<file path="config.mk">
export PLATFORM = sky130hd
export DESIGN_NAME = ysyx_24100006_ifu_ctrl
export DESIGN_NICKNAME = d
export VERILOG_FILES = /design/src/rtl/ysyx_24100006_pkg.sv /design/src/rtl/ysyx_24100006_Reg.sv /design/src/rtl/ysyx_24100006_ifu_ctrl.sv
export SDC_FILE = /design/constraint.sdc
export NUM_CORES = 1
export LEC_CHECK = 0
export ABC_AREA = 1
export BUFFER_PORTS_ARGS = -buffer_cell sky130_fd_sc_hd__buf_4
export CORE_MARGIN = 1
export CORE_UTILIZATION = 44
export CTS_CLUSTER_DIAMETER = 80
export DETAILED_ROUTE_END_ITERATION = 6
export PLACE_DENSITY = 0.81
export SLEW_MARGIN = 20
export SYNTH_ARGS = -nofsm -noshare
export SYNTH_HDL_FRONTEND = slang
export SYNTH_SLANG_ARGS = --single-unit
</file>
<file path="constraint.sdc">
create_clock -name clk -period 1.55 [get_ports clk]
set_input_delay 0.0775 -clock clk [delete_from_list [all_inputs] [get_ports clk]]
set_output_delay 0.0775 -clock clk [all_outputs]
set_load 0.1 [all_outputs]
</file>
<file path="src/rtl/ysyx_24100006_pkg.sv">
`default_nettype none
// ============================================================================
//  Module      : ysyx_24100006_pkg
//  Description : Shared constants for the NPC core. This file holds the IFU
//                fetch-sequencer state encoding, the fault codes handed to the
//                IDU, and the AXI4-Lite read response codes.
//  Revision    : 1.0 - initial release
// ============================================================================
package ysyx_24100006_pkg;

    // IFU fetch sequencer state encoding
    localparam logic [1:0] ADDR   = 2'd0;
    localparam logic [1:0] DATA   = 2'd1;
    localparam logic [1:0] OUT    = 2'd2;
    localparam logic [1:0] WAITPC = 2'd3;

    typedef enum logic [1:0] {
        S_ADDR   = ADDR,
        S_DATA   = DATA,
        S_OUT    = OUT,
        S_WAITPC = WAITPC
    } ifu_state_t;

    // Instruction fault codes presented to the IDU (2'b11 is reserved)
    localparam logic [1:0] FAULT_NONE     = 2'b00;
    localparam logic [1:0] FAULT_ACCESS   = 2'b01;
    localparam logic [1:0] FAULT_MISALIGN = 2'b10;

    // AXI read response codes
    localparam logic [1:0] RESP_OKAY   = 2'b00;
    localparam logic [1:0] RESP_EXOKAY = 2'b01;
    localparam logic [1:0] RESP_SLVERR = 2'b10;
    localparam logic [1:0] RESP_DECERR = 2'b11;

endpackage : ysyx_24100006_pkg
`default_nettype wire

</file>
<file path="src/rtl/ysyx_24100006_Reg.sv">
`default_nettype none
// ============================================================================
//  Module      : ysyx_24100006_Reg
//  Description : Generic enabled register with a synchronous active-high reset.
//  Ports       : clk  - clock
//                rst  - synchronous active-high reset (loads RESET_VAL)
//                wen  - write enable
//                din  - next value
//                dout - registered value
//  Revision    : 1.0 - initial release
// ============================================================================
module ysyx_24100006_Reg #(
    parameter int               WIDTH     = 32,
    parameter logic [WIDTH-1:0] RESET_VAL = '0
) (
    input  logic             clk,
    input  logic             rst,
    input  logic             wen,
    input  logic [WIDTH-1:0] din,
    output logic [WIDTH-1:0] dout
);

    always_ff @(posedge clk) begin
        if (rst) begin
            dout <= RESET_VAL;
        end else if (wen) begin
            dout <= din;
        end
    end

endmodule : ysyx_24100006_Reg
`default_nettype wire

</file>
<file path="src/rtl/ysyx_24100006_ifu_ctrl.sv">
`default_nettype none
// ============================================================================
//  Module      : ysyx_24100006_ifu_ctrl
//  Description : IF-stage fetch sequencer. It owns the PC and issues one
//                AXI4-Lite read per instruction. It hands the fetched word, or
//                a fault code, to the IDU. It then waits for the next PC before
//                starting the next fetch. Only one instruction is in flight.
//  Ports       : clk, reset            - clock, synchronous active-high reset
//                pc                    - current fetch PC
//                araddr/arvalid/arready- AXI read address channel
//                rdata/rresp/rvalid/rready - AXI read data channel
//                inst/inst_fault/inst_valid/inst_ready - IDU handoff
//                npc/npc_valid/npc_ready - next PC from WB/branch/trap logic
//  Revision    : 1.0 - initial release
// ============================================================================
module ysyx_24100006_ifu_ctrl
    import ysyx_24100006_pkg::*;
#(
`ifdef YSYXSOC
    parameter logic [31:0] RESET_PC = 32'h3000_0000
`else
    parameter logic [31:0] RESET_PC = 32'h8000_0000
`endif
) (
    input  logic        clk,
    input  logic        reset,
    output logic [31:0] pc,
    output logic [31:0] araddr,
    output logic        arvalid,
    input  logic        arready,
    input  logic [31:0] rdata,
    input  logic [1:0]  rresp,
    input  logic        rvalid,
    output logic        rready,
    output logic [31:0] inst,
    output logic [1:0]  inst_fault,
    output logic        inst_valid,
    input  logic        inst_ready,
    input  logic [31:0] npc,
    input  logic        npc_valid,
    output logic        npc_ready
);

    ifu_state_t  r_state;
    ifu_state_t  w_next_state;
    logic        r_rst_hold;
    logic [31:0] r_inst;
    logic [1:0]  r_fault;
    logic        w_pc_wen;
    logic        w_misaligned;
    logic        w_access_err;
    logic        w_addr_active;

    // PC register: written only in the cycle the npc handshake completes
    assign w_pc_wen = npc_valid & npc_ready;

    ysyx_24100006_Reg #(
        .WIDTH     (32),
        .RESET_VAL (RESET_PC)
    ) u_pc_reg (
        .clk  (clk),
        .rst  (reset),
        .wen  (w_pc_wen),
        .din  (npc),
        .dout (pc)
    );

    assign araddr       = pc;
    assign w_misaligned = (pc[1:0] != 2'b00);
    assign w_access_err = (rresp == RESP_SLVERR) || (rresp == RESP_DECERR);

    // r_rst_hold keeps ADDR idle for the first cycle after reset drops. The
    // first arvalid therefore appears the cycle after reset falls. No
    // combinational path runs from reset to the bus.
    assign w_addr_active = (r_state == S_ADDR) && !r_rst_hold;

    assign inst       = r_inst;
    assign inst_fault = r_fault;

    // ------------------------------------------------------------------
    // State register
    // ------------------------------------------------------------------
    always_ff @(posedge clk) begin
        if (reset) begin
            r_state    <= S_ADDR;
            r_rst_hold <= 1'b1;
        end else begin
            r_state    <= w_next_state;
            r_rst_hold <= 1'b0;
        end
    end

    // ------------------------------------------------------------------
    // Next-state and handshake decode
    // ------------------------------------------------------------------
    always_comb begin
        w_next_state = r_state;
        arvalid      = 1'b0;
        rready       = 1'b0;
        inst_valid   = 1'b0;
        npc_ready    = 1'b0;
        case (r_state)
            S_ADDR: begin
                if (w_addr_active) begin
                    if (w_misaligned) begin
                        // A misaligned PC is reported directly and never
                        // reaches the bus.
                        w_next_state = S_OUT;
                    end else begin
                        arvalid = 1'b1;
                        if (arready) begin
                            w_next_state = S_DATA;
                        end
                    end
                end
            end
            S_DATA: begin
                rready = 1'b1;
                if (rvalid) begin
                    w_next_state = S_OUT;
                end
            end
            S_OUT: begin
                inst_valid = 1'b1;
                if (inst_ready) begin
                    w_next_state = S_WAITPC;
                end
            end
            S_WAITPC: begin
                npc_ready = 1'b1;
                if (npc_valid) begin
                    w_next_state = S_ADDR;
                end
            end
            default: begin
                w_next_state = S_ADDR;
            end
        endcase
    end

    // ------------------------------------------------------------------
    // Instruction / fault latch. The contents stay fixed while in OUT, so
    // the IDU payload is stable until it is accepted.
    // ------------------------------------------------------------------
    always_ff @(posedge clk) begin
        if (reset) begin
            r_inst  <= 32'h0;
            r_fault <= FAULT_NONE;
        end else if (w_addr_active && w_misaligned) begin
            r_inst  <= 32'h0;
            r_fault <= FAULT_MISALIGN;
        end else if (rready && rvalid) begin
            r_inst  <= w_access_err ? 32'h0 : rdata;
            r_fault <= w_access_err ? FAULT_ACCESS : FAULT_NONE;
        end
    end

endmodule : ysyx_24100006_ifu_ctrl
`default_nettype wire

</file>
==> impl_metrics.py, run 1 <==
metrics = {
    "power_and_ir_drop": {
        "switching_power_uw": 3380,
        "p_comb_frac": 0.480,
        "cellLeakagePower_uw": 0.00207,
        "seqPwrFrac": 0.292,
        "sw_frac_of_total": 0.475,
        "internal_power_uw": 3740,
        "vdd_drop_max_uv": 1020,
        "p_clk_frac": 0.228,
        "powerDensity_mw_per_mm2": 1540,
    },
    "critical_path": {
        "start_kind": "flop",
        "reg2reg_from": "r_state[1]$_SDFFE_PP0P_",
        "slowest_delay_ns": 0.40,
        "cp_slowest_cell": "dfxtp_1",
        "cp.buffers_inverters": 1,
        "end_kind": "flop",
        "cp_top_family": "simple AND/OR/NAND/NOR gates",
        "cp.required_ns": 1.77,
        "reg2reg_slack_ns": 0.11,
        "path_cells": "inv_2 > ha_1 > or2_2 > nand2_1 > nand3_1 > nand2_1 > nor2_1",
        "worstRegToRegCells": 7,
        "critPathArrivalTime_ns": 1.65,
        "rr_endpoint": "r_state[1]$_SDFFE_PP0P_",
        "worstSetupPathType": "reg2reg",
        "critPathMostFrequentCell": "nand2_1",
        "critPathMaxFanout": 3,
    },
    "sta": {
        "worstMarginPinSlew_ns": 0.551,
        "period_minus_slack_ns": 1.44,
        "max_slew_margin": 0.632,
        "hold_slack_ns": 0.00952,
        "rsz0062_at_grt": "false",
        "max_freq_ghz": 0.696,
        "finalSetupViolations": 0,
        "setup_ws_ns": 0.113,
        "period_share": 0.927,
        "hold_viol": 0,
        "setup_tns_ns": 0,
        "finalClockSkew_ns": 0.00999,
        "maxSlewViolCount": 0,
    },
    "flow_run": {
        "maxCapViolations": 0,
    },
    "synth": {
        "syn_nets": 441,
        "yosysTopAreaCellShare": 0.465,
        "syn_avg_cell_area_um2": 8.16,
        "synth_top_cells_by_area": "dfxtp_1 46%, a21oi_2 8.8%, buf_4 8.8%",
        "synth_compound_area_frac": 0.152,
        "synthSimpleGateAreaFrac": 0.223,
        "yosysSeqAreaShare": 0.465,
        "synth_top_family_by_area": "simple AND/OR/NAND/NOR gates",
        "synth_cells": 364,
        "synth_seq_cells": 69,
        "yosysWarnings": 0,
        "ys_types": 22,
        "netlist_area_mm2": 0.00297,
        "synth_largest_area_cell": "dfxtp_1",
        "synthXorXnorAreaFrac": 0,
        "synth_adder_area_share": 0.0211,
        "yosys-mux-area-fraction": 0,
    },
    "floorplanning": {
        "die_h_um": 84.2,
        "placementRows": 29,
        "core_mm2": 0.00642,
        "initial_utilization": 0.463,
        "die_area_mm2": 0.00709,
        "io_pins": 174,
        "die_w_um": 84.2,
    },
    "place": {
        "portBuffers": 172,
        "gp_congestion": 0.812,
        "pre_cts_ws_ns": 0.0946,
        "dpl.hpwl_um": 5620,
    },
    "routing": {
        "wl_um": 8240,
        "dr_total_vias": 2947,
        "ant_nets": 0,
        "drt_pass1_iterations": 6,
        "drt-initial-drc-count": 151,
        "drc": 16,
        "wl_per_cell_um": 13.5,
        "vias_per_cell": 4.84,
    },
    "run_status": {
        "outcome": "finished, violations left",
        "violations": "DRC",
    },
    "layout": {
        "final_cell_mix": "179 x buf_4, 66 x dfxtp_1, 65 x nor2_1",
        "syn_to_final_growth_pct": 55.9,
        "layout_commonest_cell": "buf_4",
        "num_antenna_cells": 0,
        "drive_above_1_share": 0.468,
        "nets": 604,
    },
    "worst_hold_path": {
        "min_from": "npc[1]",
        "whs_endpoint": "u_pc_reg.dout[1]$_SDFFE_PP0P_",
        "min_path_cells": 3,
        "hold_path_class": "in2reg",
    },
    "clocking": {
        "insertion_delay_ns": 0.32,
        "path_clk_slew_ns": 0.08,
        "clock-sinks": 69,
        "clock-root-buffer": "clkbuf_8",
        "cts_buffers": 9,
        "cts_tree": "yes",
        "h-tree-depth": 3,
        "clockBufferDepth": 2,
    },
    "grt": {
        "grt.overflow.total": 0,
        "grt_max_degree": 35,
        "grt_antenna_before_repair": 0,
        "grt_pass1_wl_um": 13100,
        "grt_pass1_vias": 2737,
        "grt_util_all_layers": 0.229,
    },
}
## cell families after synthesis
| group | count (synthesis) |
|---|---|
| AND/OR/NAND/NOR | 157 |
| adder cells (fa/ha/maj) | 5 |
| AO/OA/AOI/OAI | 68 |
| buffers and inverters | 65 |
| flip-flops | 69 |
## worst max path at each step
stage / slack (ns) / end / start / depth (start not counted)
detailed placement: 0.09 / r_state[1]$_SDFFE_PP0P_ / r_state[0]$_SDFFE_PP0P_ / 7
global route: 0.02 / r_state[1]$_SDFFE_PP0P_ / r_state[1]$_SDFFE_PP0P_ / 7
CTS: 0.02 / arvalid / r_state[0]$_SDFFE_PP0P_ / 5
finish: 0.11 / r_state[1]$_SDFFE_PP0P_ / r_state[1]$_SDFFE_PP0P_ / 7
floorplan: 0.04 / inst[22]$_SDFFE_PP0P_ / r_state[1]$_SDFFE_PP0P_ / 7
global placement: 0.15 / r_state[1]$_SDFFE_PP0P_ / r_state[0]$_SDFFE_PP0P_ / 7
## final cells by class
type | count | area (um^2)
Fill cell | 486 | 1790
Timing Repair Buffer | 205 | 1640
Sequential cell | 69 | 1390
Clock inverter | 6 | 86.3
Clock buffer | 10 | 138
Tap cell | 77 | 96.3
Multi-Input combinational cell | 230 | 1240
Inverter | 12 | 45.0
## registers in the layout (all words and copies together) (netlist names)
signal / flops
r_state: 2
inst: 32
r_rst_hold: 1
u_pc_reg.dout: 32
inst_fault: 2
## power groups by stage
stage | Sequential (uW) | Clock [uW] | Combinational [uW]
finish | 2080 | 1630 | 3420
global route | 2100 | 1740 | 3550
CTS | 2070 | 1650 | 3380
detailed placement | 2110 | 0 | 3290
global placement | 2100 | 0 | 3260
floorplan | 3160 | 0 | 1640
## metal layers
metal	up-vias	part of all wire	track usage
met5	-	0	0
met4	0	0.012	0.0878
met3	10	0.039	0.0295
met2	92	0.54	0.427
met1	1378	0.40	0.266
li1	1467	-	-
## timing repair
| item | 4_1_cts | 5_1_grt |
|---|---|---|
| cloned | 0 | 0 |
| resized for setup | 5 | 4 |
| setup endpoints to repair | 1 | 3 |
| buffers inserted | 0 | 0 |
| hold buffers | 22 | 0 |
| hold endpoints to repair | 23 | 0 |
## metrics by stage
stage	cells	util	instance area [um^2]	total power (uW)
floorplan	364	-	3020	4800
global placement	571	0.648	4160	5360
detailed placement	571	0.648	4160	5400
CTS	609	0.719	4620	7100
global route	609	0.721	4630	7390
finish	609	0.721	4630	7120
## synth_stat cells
cell type and count:
a21oi_1 7, nor2_4 1, or2_2 1, nand3b_1 1
nand2_1 49, buf_2 10, buf_4 35, ha_1 5
nand2_4 1, buf_6 3, dfxtp_1 69, nand3_2 1
inv_1 8, clkbuf_1 4, o21ai_0 26, nor2_1 67
nand2_2 1, nand3_1 35, clkbuf_2 1, o21ai_1 5
a21oi_2 30, inv_2 4
## worst reg2reg max path, delay by kind of cell, from the launching register on
family        cells  cell delay [ns]
simple gates      5             0.55
flops             1             0.40
fa+ha+maj         1             0.28
buf+inv           1             0.09
(Power assumes the default switching activity.)
==> run 2, diff against run 1 <==
Settings changed: REMOVE_ABC_BUFFERS set to 1, SLEW_MARGIN 20 to unset.
==> impl_metrics.py, run 2 (synthesis results as in run 1) <==
metrics = {
    "clocking": {
        "h-tree-depth": 3,
        "cts_tree": "yes",
        "clock-sinks": 69,
        "insertion_delay_ns": 0.33,
        "clockBufferDepth": 2,
        "clock-root-buffer": "clkbuf_8",
        "path_clk_slew_ns": 0.07,
        "cts_buffers": 9,
    },
    "layout": {
        "nets": 592,
        "num_antenna_cells": 0,
        "fin_area_mm2": 0.00446,
        "ff_latch_area_mm2": 0.00138,
        "drive_above_1_share": 0.462,
        "final_cell_mix": "177 x buf_4, 68 x dfxtp_1, 66 x nor2_1",
        "instances_no_fill": 597,
        "n_fill_cell": 517,
        "layout_commonest_cell": "buf_4",
        "syn_to_final_growth_pct": 50.0,
        "multi_input_area_mm2": 0.00119,
    },
    "grt": {
        "grt_max_degree": 35,
        "grt_antenna_before_repair": 0,
        "grt_util_all_layers": 0.235,
        "grt_pass1_wl_um": 13400,
        "grt_pass1_vias": 2807,
        "grt.overflow.total": 0,
    },
    "power_and_ir_drop": {
        "internal_power_uw": 3610,
        "p_comb_frac": 0.475,
        "switching_power_uw": 3320,
        "cellLeakagePower_uw": 0.00201,
        "finalPower_uw": 6920,
        "seqPwrFrac": 0.300,
        "p_clk_frac": 0.225,
        "vdd_drop_max_uv": 1220,
        "sw_frac_of_total": 0.479,
        "powerDensity_mw_per_mm2": 1550,
    },
    "run_status": {
        "violations": "DRC",
        "outcome": "finished, violations left",
    },
    "sta": {
        "finalSetupViolations": 0,
        "setup_ws_ns": 0.124,
        "worstMarginPinSlew_ns": 0.327,
        "maxSlewViolCount": 0,
        "finalClockSkew_ns": 0.00824,
        "period_minus_slack_ns": 1.43,
        "period_share": 0.920,
        "max_slew_margin": 0.782,
        "hold_slack_ns": 0.00665,
        "hold_viol": 0,
        "max_freq_ghz": 0.701,
    },
    "floorplanning": {
        "die_h_um": 84.2,
        "die_w_um": 84.2,
        "io_pins": 174,
        "initial_utilization": 0.463,
        "die_area_mm2": 0.00709,
        "placementRows": 29,
        "core_mm2": 0.00642,
    },
    "routing": {
        "dr_total_vias": 2889,
        "wl_um": 8450,
        "drt_pass1_iterations": 6,
        "wl_per_cell_um": 14.2,
        "drc": 10,
        "vias_per_cell": 4.84,
        "drt-initial-drc-count": 119,
        "ant_nets": 0,
    },
    "place": {
        "placed_area_mm2": 0.00412,
        "pre_cts_ws_ns": 0.134,
        "dpl.cell_count": 570,
        "gp_congestion": 0.823,
        "portBuffers": 172,
        "dpl.hpwl_um": 6140,
    },
    "critical_path": {
        "critPathArrivalTime_ns": 1.35,
        "critPathMaxFanout": 4,
        "start_kind": "flop",
        "cp.required_ns": 1.47,
        "end_kind": "output port",
        "worstSetupPathType": "reg2out",
    },
    "flow_run": {
        "maxCapViolations": 0,
    },
    "worst_hold_path": {
        "hold_path_class": "in2reg",
    },
}
[run 2: cell types whose count changed in the layout (fill, tap and decap cells not counted), moves of 2 or more]
| cell | before | now |
|---|---|---|
| ha_4 | 4 | 1 |
| ha_1 | 1 | 4 |
| clkbuf_1 | 0 | 2 |
| buf_4 | 179 | 177 |
| dfxtp_1 | 66 | 68 |
| dfxtp_2 | 3 | 1 |
| dlygate4sd3_1 | 22 | 11 |
[run 2: path summary, 6_finish.rpt]
kind	slack [ns]	from	cells past startpoint	end
worst max-delay path	0.12	r_state[1]$_SDFFE_PP0P_	5	arvalid
worst min-delay path	0.007	npc[26]	3	u_pc_reg.dout[26]$_SDFFE_PP0P_
worst max register to register	0.15	r_state[1]$_SDFFE_PP0P_	7	r_state[1]$_SDFFE_PP0P_
worst min register to register	0.46	inst[31]$_SDFFE_PP0P_	2	inst[31]$_SDFFE_PP0P_
[run 2: worst max-delay path: stages (launching register included)]
cell and delay [ns]:
dfxtp_1 0.35, inv_2 0.10, ha_4 0.15, nand2_1 0.05, nor2_1 0.13, buf_6 0.24
[run 2: metrics by stage]
stage | TNS, ns | util
global route | -0.00814 | 0.694
detailed placement | 0 | 0.641
CTS | 0 | 0.691
finish | 0 | 0.694
global placement | 0 | 0.641
floorplan | -76.16 | -
[run 2: area by class of cell]
type	instances	share of cell area
Clock inverter	5	0.0168
Inverter	12	0.0107
Multi-Input combinational cell	230	0.268
Clock buffer	11	0.0295
Tap cell	77	0.0216
Sequential cell	69	0.310
Timing Repair Buffer	193	0.343
[run 2: power by group through the flow]
stage	clock, uW	combinational, uW	sequential, uW
3_5_place_dp	0	3230	2110
2_1_floorplan	0	810	3740
6_report	1560	3290	2080
3_3_place_gp	0	3190	2100
4_1_cts	1580	3270	2070
5_1_grt	1670	3430	2100
[run 2: per-layer routing]
layer  share of wire  vias up  global-route usage
met5               0        -                   0
met4           0.024        0              0.0893
met3           0.039       20              0.0462
met2            0.54       81               0.421
met1            0.40     1338               0.277
li1                -     1450                   -
[run 2: repair_timing]
item | in CTS | in global routing
setup buffers | 0 | 0
gates resized for setup | 1 | 8
endpoints found under the setup margin | 1 | 19
hold buffers | 11 | 0
hold endpoints to repair | 12 | 0
==> run 3, diff against run 2 <==
Settings changed: CORE_UTILIZATION 44 to 47, MAX_ROUTING_LAYER set to met4, PLACE_DENSITY 0.81 to 0.85.
Clock period 1.55 ns to 1.7 ns, I/O delays scaled along.
==> impl_metrics.py, run 3 (synthesis results as in run 1) <==
metrics = {
    "run_status": {
        "outcome": "finished clean",
    },
    "sta": {
        "hold_viol": 0,
        "period_share": 0.924,
        "period_minus_slack_ns": 1.57,
        "rsz0062_at_grt": "false",
        "setup_tns_ns": 0,
        "setup_ws_ns": 0.129,
        "max_freq_ghz": 0.637,
        "finalClockSkew_ns": 0.0149,
        "worstMarginPinSlew_ns": 0.556,
        "max_slew_margin": 0.629,
        "finalSetupViolations": 0,
        "maxSlewViolCount": 0,
    },
    "routing": {
        "vias_per_cell": 4.83,
        "drt_pass1_iterations": 4,
        "wl_per_cell_um": 14.0,
        "dr_total_vias": 2839,
        "drt-initial-drc-count": 108,
        "drc": 0,
        "wl_um": 8210,
        "ant_nets": 0,
    },
    "place": {
        "dpl.cell_count": 566,
        "dpl.hpwl_um": 5940,
        "placed_area_mm2": 0.00408,
        "gp_congestion": 0.837,
        "portBuffers": 172,
        "pre_cts_ws_ns": 0.219,
    },
    "floorplanning": {
        "initial_utilization": 0.493,
        "die_area_mm2": 0.00664,
        "placementRows": 28,
        "io_pins": 174,
        "die_h_um": 81.5,
        "core_mm2": 0.00603,
        "die_w_um": 81.5,
    },
    "layout": {
        "layout_commonest_cell": "buf_4",
        "final_cell_mix": "178 x buf_4, 69 x dfxtp_1, 67 x nor2_1",
        "multi_input_area_mm2": 0.00118,
        "utilization": 0.724,
        "drive_above_1_share": 0.454,
        "fin_area_mm2": 0.00436,
        "num_antenna_cells": 0,
        "instances_no_fill": 588,
        "syn_to_final_growth_pct": 46.8,
        "ff_latch_area_mm2": 0.00138,
        "n_fill_cell": 468,
        "nets": 585,
    },
    "critical_path": {
        "worstSetupPathType": "reg2out",
        "cp.required_ns": 1.62,
        "start_kind": "flop",
        "critPathArrivalTime_ns": 1.49,
        "end_kind": "output port",
        "critPathMaxFanout": 4,
        "worstRegToRegCells": 5,
    },
    "grt": {
        "grt_util_all_layers": 0.241,
        "grt_pass1_wl_um": 11900,
        "grt_antenna_before_repair": 0,
        "grt_max_degree": 35,
        "grt_pass1_vias": 2536,
        "grt.overflow.total": 0,
    },
    "clocking": {
        "insertion_delay_ns": 0.33,
        "h-tree-depth": 3,
        "cts_tree": "yes",
        "clock-root-buffer": "clkbuf_8",
        "clock-sinks": 69,
        "cts_resized": 0,
        "path_clk_slew_ns": 0.08,
        "clockBufferDepth": 2,
        "cts_buffers": 9,
    },
    "power_and_ir_drop": {
        "vdd_drop_max_uv": 1240,
        "cellLeakagePower_uw": 0.00197,
        "powerDensity_mw_per_mm2": 1450,
    },
    "flow_run": {
        "maxCapViolations": 0,
    },
    "worst_hold_path": {
        "hold_path_class": "in2reg",
        "min_path_cells": 3,
    },
}
## run 3: cell count changes in the layout (fill, tap and decap cells not counted), sizes merged
cell / delta
buf: -2
clkbuf: +2
clkinv: -3
clkinvlp: +1
dlygate4sd3: -5
## run 3: where the power goes
part,switching (uW),internal (uW)
Clock,591,909
Combinational,2280,649
Sequential,118,1770
## run 3: worst paths after layout
check                                   endpoint  slack, ns                     from
setup reg to reg            inst[0]$_SDFFE_PP0P_       0.21  r_state[0]$_SDFFE_PP0P_
setup / recovery                         arvalid       0.13  r_state[0]$_SDFFE_PP0P_
hold / removal    u_pc_reg.dout[25]$_SDFFE_PP0P_       0.01                  npc[25]
hold reg to reg            inst[31]$_SDFFE_PP0P_       0.47    inst[31]$_SDFFE_PP0P_
## run 3: layer usage
metal / track usage / up-vias / part of all wire
met2: 0.403 / 73 / 0.52
met4: 0.0982 / 0 / 0.020
met5: - / - / 0
met3: 0.0311 / 15 / 0.032
li1: - / 1430 / -
met1: 0.293 / 1321 / 0.42
## run 3: layout make-up
class | count | share of cell area
Timing Repair Buffer | 186 | 0.329
Sequential cell | 69 | 0.317
Multi-Input combinational cell | 230 | 0.270
Clock buffer | 13 | 0.0364
Tap cell | 75 | 0.0215
Clock inverter | 3 | 0.0155
Inverter | 12 | 0.0103
## run 3: what timing repair did
| action | in CTS | in global routing |
|---|---|---|
| buffers inserted | 0 | 0 |
| hold buffers | 6 | 0 |
| hold endpoints to repair | 7 | 0 |
| endpoints found under the setup margin | 0 | 0 |
## run 3: worst max-delay path, stage by stage (launching register included)
cell and delay (ns):
dfxtp_1 0.34, inv_1 0.11, ha_1 0.23, nand2_1 0.07, nor2_1 0.11, buf_4 0.30
## run 3: stage by stage
step / power, uW / hold slack (ns)
final: 6310 / 0.0118
after global routing: 6550 / 0.00643
after CTS: 6340 / 0.000138
after detailed placement: 4830 / 0.216
after global placement: 4790 / 0.217
after floorplan: 4150 / 0.113
